`src/rtl/decoder_pipe.sv`:
```
// decoder_pipe: pipelined one-hot/thermometer/inverted decoder with valid/ready skid buffer.
// Define DECODER_PIPE_STATS_EN to add saturating acc_cnt/stall_cnt outputs.
module decoder_pipe #(
  parameter int IN_W = 3,
  localparam int OUT_W = 2**IN_W
) (
  input  logic             clk,
  input  logic             rst_n,
  input  logic             in_valid,
  output logic             in_ready,
  input  logic [0:IN_W-1]  din,
  input  logic [0:1]       mode,
  input  logic             en,
  output logic             out_valid,
  input  logic             out_ready,
  output logic [0:OUT_W-1] dout
`ifdef DECODER_PIPE_STATS_EN
  ,
  output logic [0:15]      acc_cnt,
  output logic [0:15]      stall_cnt
`endif
);
  typedef enum logic [1:0] {EMPTY, ONE, FULL} state_t;
  state_t state, state_nx;
  logic [OUT_W:0] one;
  logic [OUT_W-1:0] hot, therm, res, main, skid, main_nx;
  logic acc, pop, ld_main, ld_skid;
  assign acc = in_valid && in_ready;
  assign pop = out_valid && out_ready;
  assign out_valid = state != EMPTY;
  assign dout = main;
  // decode at OUT_W+1 bits so the top thermometer index yields all ones
  always_comb begin
    one = (OUT_W+1)'(1) << din;
    hot = one[OUT_W-1:0];
    therm = OUT_W'((one << 1) - 1'b1);
    res = !en ? '0 :
          mode == 2'b00 ? hot :
          mode == 2'b01 ? therm :
          mode == 2'b10 ? ~hot : '0;
  end
  always_comb begin
    state_nx = state;
    ld_main = 1'b0;
    ld_skid = 1'b0;
    main_nx = res;
    case (state)
      EMPTY: if (acc) begin
        state_nx = ONE;
        ld_main = 1'b1;
      end
      ONE: if (acc && pop) ld_main = 1'b1;
      else if (acc) begin
        ld_skid = 1'b1;
        state_nx = FULL;
      end
      else if (pop) state_nx = EMPTY;
      FULL: if (pop) begin
        ld_main = 1'b1;
        main_nx = skid;
        state_nx = ONE;
      end
      default: state_nx = EMPTY;
    endcase
  end
  always_ff @(posedge clk or negedge rst_n)
    if (!rst_n) begin
      state <= EMPTY;
      in_ready <= 1'b0;
      main <= '0;
      skid <= '0;
    end else begin
      state <= state_nx;
      in_ready <= state_nx != FULL;
      if (ld_main) main <= main_nx;
      if (ld_skid) skid <= res;
    end
`ifdef DECODER_PIPE_STATS_EN
  always_ff @(posedge clk or negedge rst_n)
    if (!rst_n) begin
      acc_cnt <= '0;
      stall_cnt <= '0;
    end else begin
      if (acc && acc_cnt != 16'hFFFF) acc_cnt <= acc_cnt + 16'd1;
      if (out_valid && !out_ready && stall_cnt != 16'hFFFF) stall_cnt <= stall_cnt + 16'd1;
    end
`endif
endmodule

```
`config.mk`:
```
export PLATFORM = sky130hd
export DESIGN_NAME = decoder_pipe
export DESIGN_NICKNAME = d
export VERILOG_FILES = /design/src/rtl/decoder_pipe.sv
export SDC_FILE = /design/constraint.sdc
export NUM_CORES = 1
export LEC_CHECK = 0
export ABC_AREA = 1
export CORE_ASPECT_RATIO = 0.8
export CORE_MARGIN = 2
export CORE_UTILIZATION = 55
export DETAILED_ROUTE_END_ITERATION = 6
export DONT_BUFFER_PORTS = 1
export PLACE_DENSITY = 0.7
export SYNTH_ARGS = -nofsm -noshare
export SYNTH_HDL_FRONTEND = slang
export SYNTH_SLANG_ARGS = --single-unit
```
`constraint.sdc`:
```
create_clock -name clk -period 3.2 [get_ports clk]
set_clock_uncertainty 0.1 [all_clocks]
set_input_delay 0.32 -clock clk [delete_from_list [all_inputs] [get_ports clk]]
set_output_delay 0.32 -clock clk [all_outputs]
set_load 0.01 [all_outputs]
```
==> results_dict.tcl <==
set metrics [dict create \
    final_area_um2 1120 \
    cp_data_arrival_time_ns 1.62 \
    synth.top_cells.by_count "nand2_1 (49), dfrtp_1 (19), nor2_1 (16)" \
    num_rows 14 \
    finalMaxSlewViolations 0 \
    firstDrtPassIters 4 \
    yosysUniqueCellTypes 16 \
    hold_path.class "in -> reg" \
    drv_cap 0 \
    rsz0062_at_grt "false" \
    path_class "reg -> reg" \
    ios 20 \
    grt_usage 0.223 \
    worstPathMaxFanout 17 \
    diodes 0 \
    ys_ff_latch 19 \
    wl_mm 2.19 \
    drt-wirelength-per-cell_um 12.1 \
    place_area_um2 1090 \
    slew_headroom 0.443 \
    synth_area_um2 1100 \
    setup_viol 0 \
    cts_setup_buffers 0 \
    cp_cell_sequence "nand2_1, nor2_1, nand3_1, o21ai_0, inv_1" \
    run_status "completed" \
    clkSinkCount 19 \
    num_vias 998 \
    worstSetupStartpointType "register" \
    gp_congestion 0.863 \
    yosys.cell_count.top_type "nand2_1" \
    worst_pin_slew_ns 0.833 \
    grt_pass1_vias 848 \
    cts_tree "yes" \
    insertion_delay_ns 0.29 \
    peakVddDrop_mv 0.440 \
    worst-path-buf-inv 1 \
    die_area_um2 2370 \
    avgSynthCellArea_um2 7.00 \
    p_leak_uw 0.000581 \
    root_buffer "clkbuf_4" \
    fin_crit_ns 1.54 \
    synthCells 157 \
    seq_area_frac_synth 0.433 \
    synth_nets 167 \
    fin_crit_sh 0.480 \
    ant_nets 0 \
    hold_buffers 1 \
    max_freq_mhz 651 \
    grt_overflow 0 \
    ys_top_cells_by_area "dfrtp_1 (43%), nand2_1 (17%), a21oi_1 (6.4%)" \
    cts_made_buffers 3 \
    finalHoldViolations 0 \
    crit_path_end_kind "register" \
    clkTransAtPathRegs_ns 0.10 \
    p_per_area_nw_per_um2 713 \
    grt_antenna_before_repair 0 \
    grt_pass1_wl_mm 3.69 \
    async_flop_share 1.00 \
    hpwl_mm 1.67 \
    ys_warn_count 0 \
    start_util 0.586 \
    synth_edf_count 0 \
    yosysTopAreaCellShare 0.433 \
    cp.required_ns 3.28 \
    nets 168 \
    io_buffers 0 \
    drc 0 \
    drive_above_1_share 0.0955 \
    synth_top_cell_by_area "dfrtp_1" \
    critical-path-max-stage-delay_ns 0.40 \
    drtIter0Drc 20 \
    critPathTopFamily "simple AND/OR/NAND/NOR gates" \
    crit_slowest_cell "dfrtp_1" \
    htreeDepth 1 \
    synthFlopType "dfrtp_1" \
    ctsResizeCount 0 \
    vias_per_cell 5.51 \
    fin_tns_setup_ns 0 \
    die_width_um 54.0 \
    die_h_um 44.0 \
    grt_max_degree 20 \
    core_region_area_um2 1870 \
    areaGrowthSynthToFinish_pct 2.39 \
    ctsLongestPathBuffers 2 \
]
==> layer usage <==
layer / up-vias / GRT usage / routed length, µm
li1: 511 / - / -
met1: 457 / 0.287 / 1090
met2: 26 / 0.346 / 981
met3: 4 / 0.0793 / 102
met4: 0 / 0.0769 / 21
met5: - / 0 / 0
==> kinds of logic after synthesis <==
family,synth area share
AOI/OAI and AO/OA,0.128
buffers and inverters,0.0877
DFF,0.433
and+or+nand+nor,0.352
==> flip-flops by register name (all words and copies together), names as in the netlist <==
| register | cells |
|---|---|
| state | 2 |
| in_ready | 1 |
| skid | 8 |
| dout | 8 |
==> where the power goes <==
group	switching, µW	total, µW	leakage (µW)	internal [µW]
clock	69.5	118	0.0000150	48.5
combinational	160	247	0.000327	86.6
sequential	90.5	437	0.000239	347
==> layout by cell type (no fill, tap or decap), drive strengths merged <==
cell         netlist  final
a21oi             14     14
clkbuf             0      4
dfrtp             19     19
dlygate4sd3        0      1
inv               15     15
nand2             52     52
nand3             15     15
nand4              3      3
nor2              20     20
o21ai             14     14
==> per-stage QoR <==
| step | hold slack (ns) | utilization | worst slack, ns | cells | power (µW) |
|---|---|---|---|---|---|
| 6_report | 0.0841 | 0.600 | 1.66 | 181 | 802 |
| 5_1_grt | 0.0822 | 0.600 | 1.46 | 181 | 876 |
| 3_3_place_gp | -0.0751 | 0.581 | 1.67 | 176 | 673 |
| 4_1_cts | 0.0781 | 0.600 | 1.64 | 181 | 809 |
| 2_1_floorplan | -0.0756 | - | 1.97 | 157 | 646 |
| 3_5_place_dp | -0.0751 | 0.581 | 1.66 | 176 | 684 |
==> worst paths after layout <==
path / depth (start not counted) / slack [ns] / to / startpoint
max: 5 / 1.66 / in_ready / in_ready
min: 2 / 0.08 / skid[7] / en
max reg2reg: 5 / 1.66 / in_ready / in_ready
min reg2reg: 2 / 0.40 / skid[2] / skid[2]
max in group asynchronous: 1 / 2.02 / skid[2] / rst_n
min in group asynchronous: 1 / 0.46 / skid[1] / rst_n
==> final cells by class <==
cell class	count	area, µm²
flip-flops and latches	19	475
inverters	15	56.3
well taps	24	30.0
fillers	193	749
repair buffers	1	10.0
multi-input cells	118	527
clock buffers	4	26.3
Power figures use the tool's default switching activity.
